File: src/rtl/alu_pipe_pkg.sv
// Shared types and default configuration for the ALU pipeline and its
// future mul/div siblings.
package alu_pipe_pkg;

   // Default configuration (ooo_config).
   localparam int unsigned DEF_XLEN        = 32;
   localparam int unsigned DEF_ROB_BITS    = 5;
   localparam int unsigned DEF_PREG_BITS   = 6;
   localparam int unsigned DEF_RREG_BITS   = 5;
   localparam int unsigned DEF_NUM_BR      = 4;
   localparam int unsigned DEF_BR_IDX_BITS = (DEF_NUM_BR > 1) ? $clog2(DEF_NUM_BR) : 1;

   // ALU op encoding (rv32i_types), extended with passb/min/max.
   typedef enum logic [3:0] {
      ALU_ADD   = 4'd0,
      ALU_SLL   = 4'd1,
      ALU_SRA   = 4'd2,
      ALU_SUB   = 4'd3,
      ALU_XOR   = 4'd4,
      ALU_SRL   = 4'd5,
      ALU_OR    = 4'd6,
      ALU_AND   = 4'd7,
      ALU_SLT   = 4'd8,
      ALU_SLTU  = 4'd9,
      ALU_PASSB = 4'd10,
      ALU_MIN   = 4'd11,
      ALU_MAX   = 4'd12
   } alu_ops_t;

   // Pipeline entry at the default configuration.
   typedef struct packed {
      logic                     valid;
      logic [DEF_XLEN-1:0]      data;
      logic [DEF_ROB_BITS-1:0]  rob;
      logic [DEF_RREG_BITS-1:0] rd;
      logic [DEF_PREG_BITS-1:0] pd;
      logic [DEF_NUM_BR-1:0]    mask;
   } alu_pipe_entry_t;

endpackage

File: src/rtl/alu_pipe_datapath.sv
// Combinational integer op evaluator; undefined op codes yield X.
module alu_datapath
   import alu_pipe_pkg::*;
#(
   parameter int unsigned XLEN = DEF_XLEN
) (
   input  logic [3:0]      op,
   input  logic [XLEN-1:0] a,
   input  logic [XLEN-1:0] b,
   output logic [XLEN-1:0] f
);

   localparam int unsigned SH_BITS = $clog2(XLEN);

   logic [SH_BITS-1:0] shamt;
   logic               lt_s;
   logic               lt_u;

   // Evaluate the selected op on the two operands
   always_comb begin
      shamt = b[SH_BITS-1:0];
      lt_s  = $signed(a) < $signed(b);
      lt_u  = a < b;
      f     = 'x;
      case (op)
         ALU_ADD:   f = a + b;
         ALU_SUB:   f = a - b;
         ALU_SLL:   f = a << shamt;
         ALU_SRL:   f = a >> shamt;
         ALU_SRA:   f = $signed(a) >>> shamt;
         ALU_XOR:   f = a ^ b;
         ALU_OR:    f = a | b;
         ALU_AND:   f = a & b;
         ALU_SLT:   f = {{(XLEN-1){1'b0}}, lt_s};
         ALU_SLTU:  f = {{(XLEN-1){1'b0}}, lt_u};
         ALU_PASSB: f = b;
         ALU_MIN:   f = lt_s ? a : b;
         ALU_MAX:   f = lt_s ? b : a;
         default:   f = 'x;
      endcase
   end

endmodule

File: src/rtl/alu_pipe.sv
// Stallable ALU pipeline with branch-mask tracking and CDB backpressure.
// Stage 0 holds the raw operands; the result is formed from stage 0 and
// carried unchanged through the remaining stages.
module alu_pipe
   import alu_pipe_pkg::*;
#(
   parameter  int unsigned XLEN      = DEF_XLEN,
   parameter  int unsigned STAGES    = 2,
   parameter  int unsigned ROB_BITS  = DEF_ROB_BITS,
   parameter  int unsigned PREG_BITS = DEF_PREG_BITS,
   parameter  int unsigned RREG_BITS = DEF_RREG_BITS,
   parameter  int unsigned NUM_BR    = DEF_NUM_BR,
   localparam int unsigned BR_W      = (NUM_BR > 1) ? $clog2(NUM_BR) : 1
) (
   input  logic                 clk,
   input  logic                 rst,
   input  logic                 in_valid,
   output logic                 in_ready,
   input  logic [3:0]           in_op,
   input  logic [XLEN-1:0]      in_a,
   input  logic [XLEN-1:0]      in_b,
   input  logic [ROB_BITS-1:0]  in_rob,
   input  logic [RREG_BITS-1:0] in_rd,
   input  logic [PREG_BITS-1:0] in_pd,
   input  logic [NUM_BR-1:0]    in_mask,
   input  logic                 br_valid,
   input  logic                 br_mispred,
   input  logic [BR_W-1:0]      br_idx,
   input  logic                 flush_all,
   output logic                 out_valid,
   input  logic                 out_ready,
   output logic [XLEN-1:0]      out_data,
   output logic [ROB_BITS-1:0]  out_rob,
   output logic [RREG_BITS-1:0] out_rd,
   output logic [PREG_BITS-1:0] out_pd,
   output logic [NUM_BR-1:0]    out_mask
);

   typedef struct packed {
      logic [ROB_BITS-1:0]  rob;
      logic [RREG_BITS-1:0] rd;
      logic [PREG_BITS-1:0] pd;
   } tag_t;

   logic [STAGES-1:0] vld_q;
   logic [STAGES-1:0] kill;
   logic [STAGES-1:0] ev;
   logic [STAGES-1:0] load;
   tag_t              tag_q  [STAGES];
   logic [NUM_BR-1:0] mask_q [STAGES];

   logic [3:0]        op0_q;
   logic [XLEN-1:0]   a0_q;
   logic [XLEN-1:0]   b0_q;
   logic [XLEN-1:0]   res;

   logic              mispred;
   logic              in_kill;
   logic [NUM_BR-1:0] clr;
   logic [NUM_BR-1:0] in_mask_upd;

   alu_datapath #(.XLEN(XLEN)) u_datapath (
      .op (op0_q),
      .a  (a0_q),
      .b  (b0_q),
      .f  (res)
   );

   // Kill/resolve decode and stage-advance control. A stage may load when it
   // or any stage downstream of it is empty (after kills), or the output is
   // accepted; this is the closed form of the per-stage "empty or moving" chain.
   always_comb begin
      logic acc;
      mispred     = br_valid & br_mispred;
      clr         = (br_valid & ~br_mispred) ? (NUM_BR'(1) << br_idx) : '0;
      in_mask_upd = in_mask & ~clr;
      in_kill     = flush_all | (mispred & in_mask[br_idx]);
      for (int unsigned i = 0; i < STAGES; i++) begin
         kill[i] = flush_all | (mispred & mask_q[i][br_idx]);
         ev[i]   = vld_q[i] & ~kill[i];
      end
      for (int unsigned i = 0; i < STAGES; i++) begin
         acc = out_ready;
         for (int unsigned j = i; j < STAGES; j++) acc = acc | ~ev[j];
         load[i] = acc;
      end
   end

   assign in_ready  = load[0];
   assign out_valid = ev[STAGES-1];
   assign out_rob   = tag_q[STAGES-1].rob;
   assign out_rd    = tag_q[STAGES-1].rd;
   assign out_pd    = tag_q[STAGES-1].pd;
   assign out_mask  = mask_q[STAGES-1] & ~clr;

   for (genvar i = 0; i < STAGES; i++) begin : g_stage
      if (i == 0) begin : g_head
         // Stage 0 valid: take the issued op (unless killed) or keep the surviving entry
         always_ff @(posedge clk or negedge rst) begin
            if (!rst)         vld_q[0] <= 1'b0;
            else if (load[0]) vld_q[0] <= in_valid & ~in_kill;
            else              vld_q[0] <= ev[0];
         end

         // Stage 0 payload: capture operands and tags, keep resolving mask bits while held
         always_ff @(posedge clk) begin
            if (load[0]) begin
               op0_q     <= in_op;
               a0_q      <= in_a;
               b0_q      <= in_b;
               tag_q[0]  <= '{rob: in_rob, rd: in_rd, pd: in_pd};
               mask_q[0] <= in_mask_upd;
            end else begin
               mask_q[0] <= mask_q[0] & ~clr;
            end
         end
      end else begin : g_body
         // Stage i valid: advance from stage i-1 or keep the surviving entry
         always_ff @(posedge clk or negedge rst) begin
            if (!rst)         vld_q[i] <= 1'b0;
            else if (load[i]) vld_q[i] <= ev[i-1];
            else              vld_q[i] <= ev[i];
         end

         // Stage i tags/mask: advance or hold, clearing resolved branch bits
         always_ff @(posedge clk) begin
            if (load[i]) begin
               tag_q[i]  <= tag_q[i-1];
               mask_q[i] <= mask_q[i-1] & ~clr;
            end else begin
               mask_q[i] <= mask_q[i] & ~clr;
            end
         end
      end
   end

   if (STAGES == 1) begin : g_data_single
      assign out_data = res;
   end else begin : g_data_multi
      logic [XLEN-1:0] data_q [1:STAGES-1];

      // Result register chain: stage 1 latches the ALU result, later stages copy it
      always_ff @(posedge clk) begin
         if (load[1]) data_q[1] <= res;
         for (int unsigned i = 2; i < STAGES; i++) begin
            if (load[i]) data_q[i] <= data_q[i-1];
         end
      end

      assign out_data = data_q[STAGES-1];
   end

endmodule
File: config.mk
export PLATFORM = sky130hd
export DESIGN_NAME = alu_pipe
export DESIGN_NICKNAME = d
export VERILOG_FILES = /design/src/rtl/alu_pipe_pkg.sv /design/src/rtl/alu_pipe_datapath.sv /design/src/rtl/alu_pipe.sv
export SDC_FILE = /design/constraint.sdc
export NUM_CORES = 1
export LEC_CHECK = 0
export ABC_AREA = 1
export CORE_UTILIZATION = 40
export CTS_BUF_LIST = sky130_fd_sc_hd__clkbuf_4 sky130_fd_sc_hd__clkbuf_8
export CTS_CLUSTER_DIAMETER = 60
export DETAILED_ROUTE_END_ITERATION = 7
export MAX_ROUTING_LAYER = met4
export PLACE_DENSITY = 0.73
export REMOVE_ABC_BUFFERS = 1
export SYNTH_ARGS = -nofsm -noshare
export SYNTH_HDL_FRONTEND = slang
export SYNTH_SLANG_ARGS = --single-unit
File: constraint.sdc
create_clock -name clk -period 3 [get_ports clk]
set_clock_uncertainty 0.05 [all_clocks]
set_input_delay 0.6 -clock clk [delete_from_list [all_inputs] [get_ports clk]]
set_output_delay 0.6 -clock clk [all_outputs]
set_load 0.01 [all_outputs]
==> run metrics, run 1 <==
Pre-antenna DRT Iters=6; crit path kind=reg2reg; Max Fanout on Critical Path=8; most frequent cells in the layout=nand2_1, nand3_1, buf_4; H-tree depth=4; Max rail drop VDD=305 µV; CTS tree=done; Top delay family on crit path=simple AND/OR/NAND/NOR gates; final setup vio count=0; EDFF count, synth=132; starting density of the core=0.409; Syn. warnings=0; Static Leakage=9.57 nW; Max stage delay on crit path=0.37 ns; Crit path buffers/inverters=5; most common cell after layout, fill and taps aside=nand2_1; Die ar.=0.0385 mm²; Total GRT Usage=0.420; Core ar.=0.0369 mm²; IO Count=151; die height=196 µm; Async S/R FF share, synth=0.0141; Setup crit start kind=flip-flop; Vias=19200; synth unique cells=54; clock sink count=142; Vias/cell=5.89; Nets=2932; fmax=337 MHz; Reg clk slew, reported paths=0.11 ns; root buf cell=clkbuf_8; CTS buffer count=17; final core occ=0.550; Seq/Total Area, Yosys=0.277; Placer Congestion=1.08; fin. max-slew vios=0; Slew HR=0.440; CTS Buffer Depth=2; Worst path slowest cell=edfxtp_1; Syn Inst Count=2350; cell mode on critical path=nand2_2; final worst path period share=0.990; Die Wd=196 µm; Avg Cell Area, Syn=6.42 µm²; worst setup margin=0.0291 ns; Max Cap Viol=0; Primary FF master, synth=edfxtp_1; drt drc=0; Final ANT Viol Nets=0; HP Class=in2async; row count=70; Iteration-0 DRC Markers=2601; worst skew pair latency=0.57 ns; Tightest Pin Transition=0.831 ns; initial antenna violation count=2; port bufs=150; largest net degree at the start of global routing=69; RSZ-0062 raised after global routing=yes; Crit path arrival time=3.23 ns; flops & latches, synth=142; final wirelength=80500 µm; GR Overflow Total=0; status=finished clean; synthesized area=0.0151 mm²; layout cells sized above 1=0.178; Tmin final=2.97 ns; first-pass GRT wire length=114000 µm; Setup crit end kind=flip-flop; Worst Path Required=3.26 ns; Routed WL per cell=24.7 µm; vias in the first global route=17600; DP Worst Slack=-0.179 ns; crit-path cells=inv_1, ha_2, fa_2, inv_1, nand2_2, nand2_2, nand3_2, nand2_2, nand2_1, nand2_4, nand2_4, nand2_8, nand2_8, nand2_8, buf_12, clkbuf_16, nand2_2, nand3_1, nand3_1, nand2_1, inv_1; Area growth syn-to-layout=34.4%; final hold viol count=0; dpl hpwl=63300 µm; setup tns final=0 ns; power per standard cell area=378 mW/mm²
## cell families after synthesis
logic type,share of synthesized area
muxes,0.000663
and+or+nand+nor,0.385
buffers and inverters,0.101
adders and majority gates,0.0831
xor gates and xnor gates,0.00812
AOI/OAI and AO/OA,0.145
DFF,0.277
## final timing paths
kind                             start                        end  slack (ns)  cells past startpoint
min                                rst                   vld_q[0]        0.17                      1
min in group clk           tag_q[0][0]               tag_q[0][16]        0.38                      0
max                            a0_q[0]  g_data_multi.data_q[1][2]        0.03                     21
min reg2reg                tag_q[0][0]               tag_q[0][16]        0.38                      0
max reg2reg                    a0_q[0]  g_data_multi.data_q[1][2]        0.03                     21
max in group asynchronous          rst                   vld_q[1]        2.61                      1
## cell type report
type / count / area (µm²)
Inverter: 234 / 886
Clock buffer: 17 / 234
Clock inverter: 15 / 169
Sequential cell: 142 / 4170
Antenna cell: 3 / 7.51
Fill cell: 3629 / 16600
Multi-Input combinational cell: 1850 / 9740
Timing Repair Buffer: 491 / 4450
Tap cell: 504 / 631
## worst register-to-register path: stages, from the launching register on
cell and delay, ns:
edfxtp_1 0.37, inv_1 0.07, ha_2 0.21, fa_2 0.36, inv_1 0.08, nand2_2 0.06, nand2_2 0.08, nand3_2 0.10
nand2_2 0.10, nand2_1 0.09, nand2_4 0.11, nand2_4 0.11, nand2_8 0.12, nand2_8 0.07, nand2_8 0.17, buf_12 0.14
clkbuf_16 0.15, nand2_2 0.05, nand3_1 0.06, nand3_1 0.07, nand2_1 0.07, inv_1 0.04
## Yosys cell counts (all sizes together), types with 9 or more instances
| cell type | number | area share |
|---|---|---|
| nor3 | 34 | 0.012 |
| nand3 | 348 | 0.12 |
| nand2 | 717 | 0.18 |
| xor2 | 14 | 0.0081 |
| buf | 77 | 0.031 |
| a221oi | 9 | 0.0052 |
| inv | 231 | 0.057 |
| o22ai | 35 | 0.015 |
| o21a | 13 | 0.0065 |
| nand4 | 37 | 0.015 |
| o211ai | 40 | 0.020 |
| a21oi | 134 | 0.046 |
| nor2 | 200 | 0.051 |
| edfxtp | 132 | 0.26 |
| clkbuf | 48 | 0.012 |
| ha | 97 | 0.080 |
| o21ai | 118 | 0.039 |
## registers in the layout (all words and copies together) (netlist names)
signal	cells
g_data_multi.data_q	32
vld_q	2
tag_q	32
mask_q	8
op0_q	4
a0_q	32
b0_q	32
## through the flow
| step | total power, W | area [µm²] | hold slack [ns] | cells |
|---|---|---|---|---|
| after detailed placement | 0.00564 | 19100 | 0.355 | 3186 |
| after global routing | 0.00796 | 20300 | 0.145 | 3255 |
| after global placement | 0.00561 | 19100 | 0.351 | 3186 |
| after CTS | 0.00740 | 19700 | 0.135 | 3225 |
| after floorplan | 0.00399 | 14400 | 0.254 | 2225 |
| final | 0.00768 | 20300 | 0.169 | 3256 |
## where the power goes
part	internal [W]	switching (W)	total (W)
Clock	0.000630	0.00105	0.00168
Sequential	0.00237	0.0000940	0.00246
Combinational	0.00143	0.00211	0.00353
## timing repair
action	4_1_cts	5_1_grt
pin swaps	3	13
gates resized for setup	14	90
cloned	3	4
hold endpoints to repair	0	0
setup endpoints to repair	31	34
buffers inserted	4	25
hold buffers	0	0
## per-layer routing
metal / global-route usage / wire length (µm)
met1: 0.537 / 32300
met3: 0.0829 / 8860
met5: - / 0
met2: 0.616 / 34200
met4: 0.244 / 5220
Note: power is estimated with default switching activity, not from simulation.
==> run 2: changes to the inputs <==
--- a/config.mk
+++ b/config.mk
@@ -6,6 +6,8 @@
 export NUM_CORES = 1
 export LEC_CHECK = 0
 export ABC_AREA = 1
+export ABC_CLOCK_PERIOD_IN_PS = 3000
+export CORE_MARGIN = 2
 export CORE_UTILIZATION = 40
 export CTS_BUF_LIST = sky130_fd_sc_hd__clkbuf_4 sky130_fd_sc_hd__clkbuf_8
 export CTS_CLUSTER_DIAMETER = 60
@@ -13,6 +15,7 @@
 export MAX_ROUTING_LAYER = met4
 export PLACE_DENSITY = 0.73
 export REMOVE_ABC_BUFFERS = 1
+export SETUP_SLACK_MARGIN = 0.5
 export SYNTH_ARGS = -nofsm -noshare
 export SYNTH_HDL_FRONTEND = slang
 export SYNTH_SLANG_ARGS = --single-unit
==> run 2 against run 1 <==
Compared with the run above: the flow now finishes with violations (negative setup slack); critical path depth down 1; design area up 2.3%; sequential share of layout area down 0.45 points; critical path type unchanged.
==> run metrics, run 2 (synthesized netlist as in run 1, its figures left out) <==
failing checks=negative setup slack; Top Layer Used=met4; CTS tree=done; Die Wd=198 µm; placed inst area=0.0188 mm²; most frequent cells in the layout=nand2_1, nand3_1, buf_4; R2R depth=20; Routed WL per cell=23.7 µm; Tightest Pin Transition=0.746 ns; starting density of the core=0.404; fill count=3725; Worst R2R End=g_data_multi.data_q[1][25]; IO Count=151; Nets=2923; vias in the first global route=18100; Setup crit start kind=flip-flop; Crit path buffers/inverters=3; Tmin final=3.00 ns; initial antenna violation count=2; crit path kind=reg2reg; clock sink count=142; Total GRT Usage=0.399; first-pass GRT wire length=111000 µm; Reg clk slew, reported paths=0.10 ns; internal reg-to-reg setup slack=-0.002 ns; most common cell after layout, fill and taps aside=nand2_1; worst skew pair latency=0.58 ns; H-tree depth=4; Die ar.=0.0393 mm²; Crit path arrival time=3.26 ns; worst setup margin=-0.00230 ns; final setup vio count=1; Vias/cell=5.94; fin. max-slew vios=0; Max Fanout on Critical Path=4; Top delay family on crit path=simple AND/OR/NAND/NOR gates; crit-path cells=ha_4, fa_2, inv_2, nand2_2, nand2_2, nand3_2, nand2_2, nand2_2, nand2_4, nand2_4, nand2_4, nand2_4, nand2_8, buf_12, buf_12, nand2_4, nand3_2, nand2_2, nor2_4, nand2_1; fmax=333 MHz; HP Class=in2async; Iteration-0 DRC Markers=2641; post-route cell area=0.0208 mm²; met3 wire length=9220 µm; GR Overflow Total=0; row count=71; CTS buffer count=17; worst hold slack=0.157 ns; power per standard cell area=382 mW/mm²; Static Leakage=9.74 nW; final hold viol count=0; dpl hpwl=57400 µm; Vias=19300; largest net degree at the start of global routing=75; status=complete, but fails checks; die height=198 µm; drt drc=0; Area growth syn-to-layout=37.5%; RSZ-0062 raised after global routing=yes; Worst Path Required=3.26 ns; Core ar.=0.0374 mm²; port bufs=150; root buf cell=clkbuf_8; Pre-antenna DRT Iters=8; Setup crit end kind=flip-flop; CTS Buffer Depth=2; Placer Congestion=1.09; Met1 Wirelength=29800 µm; layout cells sized above 1=0.211; Max rail drop VDD=428 µV; WL met2=32100 µm; Max stage delay on crit path=0.46 ns; Critical R2R Launch=b0_q[0]; final worst path period share=1.00; Slew HR=0.498; final wirelength=77200 µm; Final ANT Viol Nets=0; Worst path slowest cell=edfxtp_1; Max Cap Viol=0
==> run 2: cell count changes in the layout (fill, tap and decap cells not counted), sizes merged <==
cell and change:
dlymetal6s2s +1, clkinvlp -1, clkinv +1, clkdlybuf4s50 -7, diode -1, dlygate4sd2 +2, buf -5
==> run 2: repair_timing <==
action	4_1_cts	5_1_grt
setup endpoints to repair	109	38
hold endpoints to repair	0	0
hold buffers	0	0
pin swaps	47	53
setup buffers	36	7
cloned	11	3
resized for setup	158	90
==> run 2: worst max-delay path by stage <==
| stage | start | to | slack (ns) | cells past startpoint |
|---|---|---|---|---|
| floorplan | b0_q[2] | g_data_multi.data_q[1][1] | -2.33 | 18 |
| global placement | br_idx[0] | in_ready | -0.34 | 10 |
| detailed placement | br_idx[0] | in_ready | -0.44 | 10 |
| CTS | b0_q[0] | g_data_multi.data_q[1][25] | 0.13 | 20 |
| global route | b0_q[0] | g_data_multi.data_q[1][26] | -0.09 | 17 |
| finish | b0_q[0] | g_data_multi.data_q[1][25] | -0.002 | 20 |
==> run 2: worst reg2reg max path, delay by kind of cell (launching register included) <==
family,cells,cell delay [ns]
adders and majority gates,2,0.61
buffers and inverters,3,0.33
DFF,1,0.46
and+or+nand+nor,15,1.30
==> run 2: per-layer routing <==
layer | track usage | vias to the layer above
li1 | - | 8673
met1 | 0.492 | 8861
met2 | 0.582 | 1446
met3 | 0.0978 | 347
met4 | 0.257 | 0
met5 | - | -
==> run 2: stage by stage <==
| stage | power [W] | utilization | worst slack (ns) | instances | setup TNS [ns] |
|---|---|---|---|---|---|
| 3_3_place_gp | 0.00549 | 0.503 | -0.335 | 3162 | -5.11 |
| 3_5_place_dp | 0.00552 | 0.503 | -0.442 | 3162 | -14.66 |
| 2_1_floorplan | 0.00399 | - | -2.33 | 2225 | -71.98 |
| 4_1_cts | 0.00767 | 0.545 | 0.133 | 3241 | 0 |
| 5_1_grt | 0.00824 | 0.555 | -0.0925 | 3253 | -0.604 |
| 6_report | 0.00793 | 0.555 | -0.00230 | 3253 | -0.00230 |
==> run 2: layout make-up <==
type	count	area, µm²	area share
diodes	2	5.00	0.000241
clock inverters	15	165	0.00796
multi-input cells	1850	10100	0.486
well taps	511	639	0.0308
repair buffers	482	4560	0.220
inverters	234	885	0.0426
clock buffers	17	234	0.0113
flip-flops and latches	142	4180	0.201
==> run 2: where the power goes <==
group,switching (W),internal [W],leakage [nW]
Clock,0.00106,0.000630,0.205
Combinational,0.00219,0.00160,8.03
Sequential,0.0000886,0.00237,1.50
